===== src/rtl/rob.sv =====
// Reorder buffer: in-order allocate/retire, out-of-order completion, flush on a
// mispredicted branch retiring. Optional macro ROB_FULL_BYPASS_EN lets a push use the slot the head frees.
package pipeline_types;
  typedef struct packed {
    logic        valid;
    logic        done;
    logic        mispredicted;
    logic        is_branch;
    logic [31:0] pc;
    logic [5:0]  rd_phys;
    logic [5:0]  rd_old_phys;
  } rob_entry_t;
endpackage

module rob #(
  parameter int DEPTH  = 16,
  parameter int TAG_W  = 4,
  parameter int PREG_W = 6
) (
  input  logic                     clk,
  input  logic                     rst,
  input  logic                     rob_push_i,
  input  pipeline_types::rob_entry_t rob_entry_i,
  output logic                     rob_full_o,
  output logic                     rob_empty_o,
  output logic [TAG_W-1:0]         rob_alloc_tag_o,
  input  logic                     cmpl_valid_i,
  input  logic [TAG_W-1:0]         cmpl_tag_i,
  input  logic                     cmpl_mispred_i,
  output logic                     commit_valid_o,
  output logic [PREG_W-1:0]        commit_rd_phys_o,
  output logic [PREG_W-1:0]        commit_rd_old_phys_o,
  output logic [31:0]              commit_pc_o,
  output logic                     flush_o
);
  import pipeline_types::*;

  localparam logic [TAG_W:0] FULL_CNT = (TAG_W+1)'(DEPTH);

  rob_entry_t       ent_q [DEPTH];
  rob_entry_t       ent_d [DEPTH];
  logic [TAG_W-1:0] head_q, head_d, tail_q, tail_d;
  logic [TAG_W:0]   cnt_q, cnt_d;
  rob_entry_t       head_ent;
  logic             commit_fire, push_fire;

  assign head_ent    = ent_q[head_q];
  assign commit_fire = head_ent.valid & head_ent.done;
  assign flush_o     = commit_fire & head_ent.mispredicted;

`ifdef ROB_FULL_BYPASS_EN
  // commit_fire comes only from flops, so this keeps rob_full_o free of input paths
  assign rob_full_o = (cnt_q == FULL_CNT) & ~commit_fire;
`else
  assign rob_full_o = (cnt_q == FULL_CNT);
`endif

  assign rob_empty_o          = (cnt_q == '0);
  assign rob_alloc_tag_o      = tail_q;
  assign push_fire            = rob_push_i & ~rob_full_o & ~flush_o;
  assign commit_valid_o       = commit_fire;
  assign commit_rd_phys_o     = PREG_W'(head_ent.rd_phys);
  assign commit_rd_old_phys_o = PREG_W'(head_ent.rd_old_phys);
  assign commit_pc_o          = head_ent.pc;

  always_comb begin
    ent_d  = ent_q;
    head_d = head_q;
    tail_d = tail_q;
    cnt_d  = cnt_q;
    if (flush_o) begin
      for (int i = 0; i < DEPTH; i++) ent_d[i].valid = 1'b0;
      head_d = '0;
      tail_d = '0;
      cnt_d  = '0;
    end else begin
      if (cmpl_valid_i && ent_q[cmpl_tag_i].valid) begin
        ent_d[cmpl_tag_i].done = 1'b1;
        if (cmpl_mispred_i && ent_q[cmpl_tag_i].is_branch)
          ent_d[cmpl_tag_i].mispredicted = 1'b1;
      end
      if (commit_fire) begin
        ent_d[head_q].valid = 1'b0;
        head_d = head_q + TAG_W'(1);
      end
      // push last: under bypass it may reuse the slot the commit just freed
      if (push_fire) begin
        ent_d[tail_q]              = rob_entry_i;
        ent_d[tail_q].valid        = 1'b1;
        ent_d[tail_q].done         = 1'b0;
        ent_d[tail_q].mispredicted = 1'b0;
        tail_d = tail_q + TAG_W'(1);
      end
      case ({push_fire, commit_fire})
        2'b10:   cnt_d = cnt_q + (TAG_W+1)'(1);
        2'b01:   cnt_d = cnt_q - (TAG_W+1)'(1);
        default: cnt_d = cnt_q;
      endcase
    end
  end

  always_ff @(posedge clk) begin
    if (rst) begin
      for (int i = 0; i < DEPTH; i++) ent_q[i] <= '0;
      head_q <= '0;
      tail_q <= '0;
      cnt_q  <= '0;
    end else begin
      ent_q  <= ent_d;
      head_q <= head_d;
      tail_q <= tail_d;
      cnt_q  <= cnt_d;
    end
  end
endmodule


===== config.mk =====
export PLATFORM = sky130hd
export DESIGN_NAME = rob
export DESIGN_NICKNAME = d
export VERILOG_FILES = /design/src/rtl/rob.sv
export SDC_FILE = /design/constraint.sdc
export NUM_CORES = 2
export LEC_CHECK = 0
export ABC_CLOCK_PERIOD_IN_PS = 6700
export CAP_MARGIN = 20
export CORE_MARGIN = 2
export CORE_UTILIZATION = 30
export CTS_BUF_LIST = sky130_fd_sc_hd__clkbuf_4 sky130_fd_sc_hd__clkbuf_8 sky130_fd_sc_hd__clkbuf_16
export DETAILED_ROUTE_END_ITERATION = 7
export GPL_TIMING_DRIVEN = 0
export PLACE_DENSITY_LB_ADDON = 0.3
export SYNTH_ARGS = -nofsm -noshare
export SYNTH_HDL_FRONTEND = slang
export SYNTH_SLANG_ARGS = --single-unit

===== constraint.sdc =====
create_clock -name clk -period 6.7 [get_ports clk]
set_input_delay 1.34 -clock clk [delete_from_list [all_inputs] [get_ports clk]]
set_output_delay 1.34 -clock clk [all_outputs]
set_load 0.02 [all_outputs]

==> Word-level counts from Yosys, hierarchy flattened <==
Index checks and enable logic that the tools add are counted.
{ "op_classes": {"add_sub_neg": 4, "n_lt_le_gt_ge": 6, "eq_ne": 3, "n_mux": 34, "n_bitwise": 9, "n_reduce_logical": 8} }
{ "op_table": {"columns": ["operator", "count"], "rows": [
  ["768-bit bitwise mux", 7],
  ["768-bit two-way mux", 6],
  ["48-bit demux with 4-bit select", 7],
  ["48-bit binary-select mux with 4-bit select", 2],
  ["48-bit two-way mux", 7],
  ["47-bit two-way mux", 2],
  ["46-bit two-way mux", 2],
  ["5-bit >= comparator, second input constant", 3],
  ["5-bit by 1-bit less-than comparator with 1-bit output, second input constant", 3],
  ["4-bit inverter with 5-bit output", 3],
  ["5-bit one-hot mux with 2 select lines", 1],
  ["4-bit by 1-bit adder with 4-bit output, second input constant", 2],
  ["5-bit by 1-bit adder with 5-bit output, second input constant", 1],
  ["5-bit == test, second input constant", 1],
  ["1-bit logical AND", 5],
  ["5-bit zero test", 1],
  ["5-bit by 1-bit subtractor with 5-bit output, second input constant", 1],
  ["1-bit AND", 4],
  ["2-bit by 1-bit == test with 1-bit output, second input constant", 1],
  ["2-bit == test, second input constant", 1],
  ["1-bit inverter", 2],
  ["2-bit nonzero test", 1],
  ["2-bit OR reduction", 1]
]} }
{ "totals": {"reg_bits": 781, "in_bits": 57, "output_inout_bits": 52, "elab_cells": 179} }

==> Longest topological paths before layout <==
{ "depth": {"depth_word": 18, "depth_mapped": 20, "mapped_depth_nobuf": 14} }

==> Worst setup path after synthesis <==
Ideal clock, no wire load.
{ "synth_timing": {"kind": "input port to flip-flop", "start": "input port rob_push_i", "end": "register cnt_q[4]", "setup_ps": 70, "arrival_ps": 4098, "required_ps": 6630, "setup_slack_ps": 2532, "cell_stages": 15, "path_buffers": 4, "path_cell_list": "and2_1 -> clkbuf_1 -> clkbuf_1 -> clkbuf_1 -> nand2_1 -> ha_1 -> clkbuf_1 -> xor2_1 -> ha_1 -> o21a_1 -> o22a_1 -> a21oi_1 -> xor2_1 -> or3_1 -> a21oi_1"} }
{ "synth_between": {"elab_chain_cells": 4, "elab_cells_between_ends": 6, "cone_classes": "eq/ne: 2; mux: 1; bitwise: 2; reduce/logical: 1"} }
{ "synth_rtl": {"columns": ["element", "line", "text"], "rows": [
  ["start, declared", "22", "input logic rob_push_i,"],
  ["1-bit AND (*) (2 in a row)", "60", "assign push_fire = rob_push_i & ~rob_full_o & ~flush_o;"],
  ["2-bit by 1-bit == test with 1-bit output / 2-bit == test (equally long branches)", "94", "case ({push_fire, commit_fire})"],
  ["5-bit one-hot mux with 2 select lines / 2-bit nonzero test (equally long branches)", null, null],
  ["end signal, assigned", "112", "cnt_q <= cnt_d;"],
  ["end, declared", "43", "logic [TAG_W:0] cnt_q, cnt_d;"]
]} }
Every way passes the cells marked *; elsewhere a longest branch is shown, timed or not.
A chain may end at the register's enable or synchronous reset.

==> Final worst setup path <==
{ "layout_timing": {"start": "register head_q[0]", "end": "output port commit_pc_o[0]"} }
{ "layout_between": {"elab_chain_cells": 4} }
{ "layout_rtl": {"columns": ["element", "line", "text"], "rows": [
  ["start, declared", "42", "logic [TAG_W-1:0] head_q, head_d, tail_q, tail_d;"],
  ["start signal, assigned", "105", "head_q <= '0;"],
  ["start signal, assigned", "110", "head_q <= head_d;"],
  ["4-bit inverter with 5-bit output (implied by the code)", "47", "assign head_ent = ent_q[head_q];"],
  ["48-bit binary-select mux with 4-bit select", "47", null],
  ["48-bit two-way mux (implied by the code) (2 in a row)", "47", null],
  ["end, declared", "33", "output logic [31:0] commit_pc_o,"]
]} }
Every way passes these cells. The select of a mux whose other input is x is not followed.

==> results.json <==
{
  "cts_hold_buf": 0,
  "post_cts_buffers": 0,
  "grt_util_met2_pct": 29.9,
  "synth_nets": 3163,
  "die_w_um": 352,
  "fin_worst_skew_ps": 24.4,
  "reg2reg_slack_ps": 1740,
  "vias": 24500,
  "grt_start_max_net_pins": 14,
  "maxSlewHeadroom_pct": 22.2,
  "viasPerCell": 4.91,
  "wirelength_um": 116000,
  "tritoncts": "done",
  "clkSinkCount": 781,
  "post-route-util_pct": 35.5,
  "syn_area_sq_um": 36400,
  "ir_worst_vdd_v": 0.000178,
  "firstDrtPassIters": 5,
  "max_cap_viol_count": 0,
  "clkTransAtPathRegs_ps": 60,
  "busiest_layer": "met2",
  "clock_latency_ps": 650,
  "cts_resized": 0,
  "start_util_pct": 30.3,
  "synth_cell_type_count": 39,
  "p_leak_nw": 18.7,
  "antenna_found_initial": 3,
  "syn_avg_cell_area_sq_um": 11.8,
  "tns_ps": 0,
  "grt_usage_pct": 18.4,
  "clockRootBuffer": "clkbuf_16",
  "postSynthCellCount": 3094,
  "fillers": 12000,
  "seq_area_sq_um": 15600,
  "ys_seq_area_share_pct": 42.9,
  "dp_hpwl_um": 79400,
  "synth_edf_count": 0,
  "place_ws_ps": 938,
  "drcViolationCount": 0,
  "grt_pass1_vias": 25200,
  "dieArea_sq_um": 124000,
  "num_rows": 127,
  "ys.flop_type": "dfxtp_1",
  "grt.met1_usage_pct": 25.3,
  "required_ps": 5360,
  "timing.final.ws_setup_ps": 242,
  "multiInputGateArea_sq_um": 19000,
  "final_cell_mix": "dfxtp_1 (781), nand2b_1 (767), mux2i_1 (723)",
  "clock_path_buffers": 3,
  "finalCritPeriodShare_pct": 96.4,
  "ys_warn_count": 0,
  "crit_type": "flop to output pin",
  "ios": 109,
  "die_h_um": 352,
  "final-max-slew-violation-count": 0,
  "grt_pass1_wl_um": 171000,
  "cp.arrival_ps": 5120,
  "ys_ff_latch": 781,
  "fin_cells": 4983,
  "drive_above_1_share_pct": 15.4,
  "htreeDepth": 3,
  "worst_pin_slew_ps": 1170,
  "final-setup-viol-count": 0,
  "outcome": "complete, no violations",
  "grt_setup_unrepaired": "no",
  "p_per_area_nw_per_um2": 244,
  "final_common_cell": "dfxtp_1",
  "async_flop_share_pct": 0,
  "fmax_ghz": 0.155,
  "cts_buffers": 89,
  "endpoint_kind": "output pin",
  "worstHoldPathType": "flop to flop",
  "hold_viol": 0,
  "wl_per_cell_um": 23.2,
  "drt_iter0_markers": 1655,
  "grt-ovfl-total": 0,
  "ant_nets": 0,
  "place_inst": 4816,
  "port_buffers": 102,
  "areaGrowthSynthToFinish_pct": 17.1,
  "met3_usage_pct": 2.37,
  "crit_path_start_kind": "flop",
  "final_nets": 3368,
  "gp_congestion": 0.823,
  "crit_fanout": 10,
  "post-route-min-period_ps": 6460,
  "core-area_sq_um": 120000
}
[critical path: stages (launching register included)]
cell             delay (ps)
dfxtp_1                 380
buf_6                   210
buf_2                   410
buf_1                   690
buf_2                   490
buf_1                   750
mux4_2                  410
mux4_2                  520
clkdlybuf4s50_1         580
[final cells by class]
cell class	count	area share, %
plain buffers	339	4.20
clock buffers	136	6.60
multi-input cells	1967	44.5
inverters	7	0.0616
clock inverters	23	0.440
flip-flops and latches	781	36.7
well taps	1612	4.73
diodes	4	0.0235
repair buffers	114	2.81
[flip-flops by register name (all words and copies together) (netlist names)]
name	count
cnt_q	5
ent_q	768
head_q	4
rob_alloc_tag_o	4
[routing by layer]
| metal | up-vias | routed length (um) |
|---|---|---|
| met5 | - | 0 |
| met4 | 0 | 3090 |
| met3 | 145 | 5020 |
| met2 | 595 | 53900 |
| met1 | 12500 | 53600 |
| li1 | 11300 | - |
[synthesized netlist by cell type (all sizes together), types with 12 or more instances]
library cell | instances | area [sq um]
a31oi | 32 | 200
o21ai | 16 | 80.1
nor3 | 32 | 160
and4 | 16 | 140
nand2b | 767 | 4800
a21oi | 20 | 100
dfxtp | 781 | 15600
nand2 | 23 | 86.3
mux4 | 242 | 5450
nand4 | 17 | 119
mux2i | 723 | 7240
ha | 12 | 150
nor2 | 17 | 63.8
buf | 120 | 966
clkbuf | 219 | 823
[through the flow]
stage | power (mW) | instance area [sq um] | hold WS (ps)
after detailed placement | 5.50 | 39600 | 460
after global routing | 10.7 | 42600 | 485
final | 10.4 | 42600 | 471
after CTS | 10.5 | 42600 | 473
after global placement | 5.49 | 39400 | 456
after floorplan | 5.20 | 36400 | 445
[power breakdown]
group          leakage, nW  total [mW]  internal (mW)  switching (mW)
Combinational         10.9       0.671          0.279           0.391
Sequential            6.30        4.72           4.69          0.0277
Clock                 1.51        5.00           2.96            2.03
[cell families after synthesis]
| family | Yosys count | share of synthesized area [%] |
|---|---|---|
| compound gates | 79 | 1.27 |
| xor+xnor | 12 | 0.289 |
| fa+ha+maj | 12 | 0.412 |
| buf+inv | 346 | 4.99 |
| flops | 781 | 42.9 |
| mux | 965 | 34.8 |
| simple gates | 899 | 15.2 |
[worst paths after layout]
check,startpoint,end,cells past startpoint
max,head_q[0]$_SDFFE_PP0N_,commit_pc_o[0],8
min,ent_q[656]$_SDFFE_PP0P_,ent_q[656]$_SDFFE_PP0P_,2
max reg2reg,head_q[1]$_SDFFE_PP0N_,cnt_q[4]$_SDFFE_PP0P_,20
min reg2reg,ent_q[656]$_SDFFE_PP0P_,ent_q[656]$_SDFFE_PP0P_,2
Note: power is estimated with default switching activity, not from simulation.
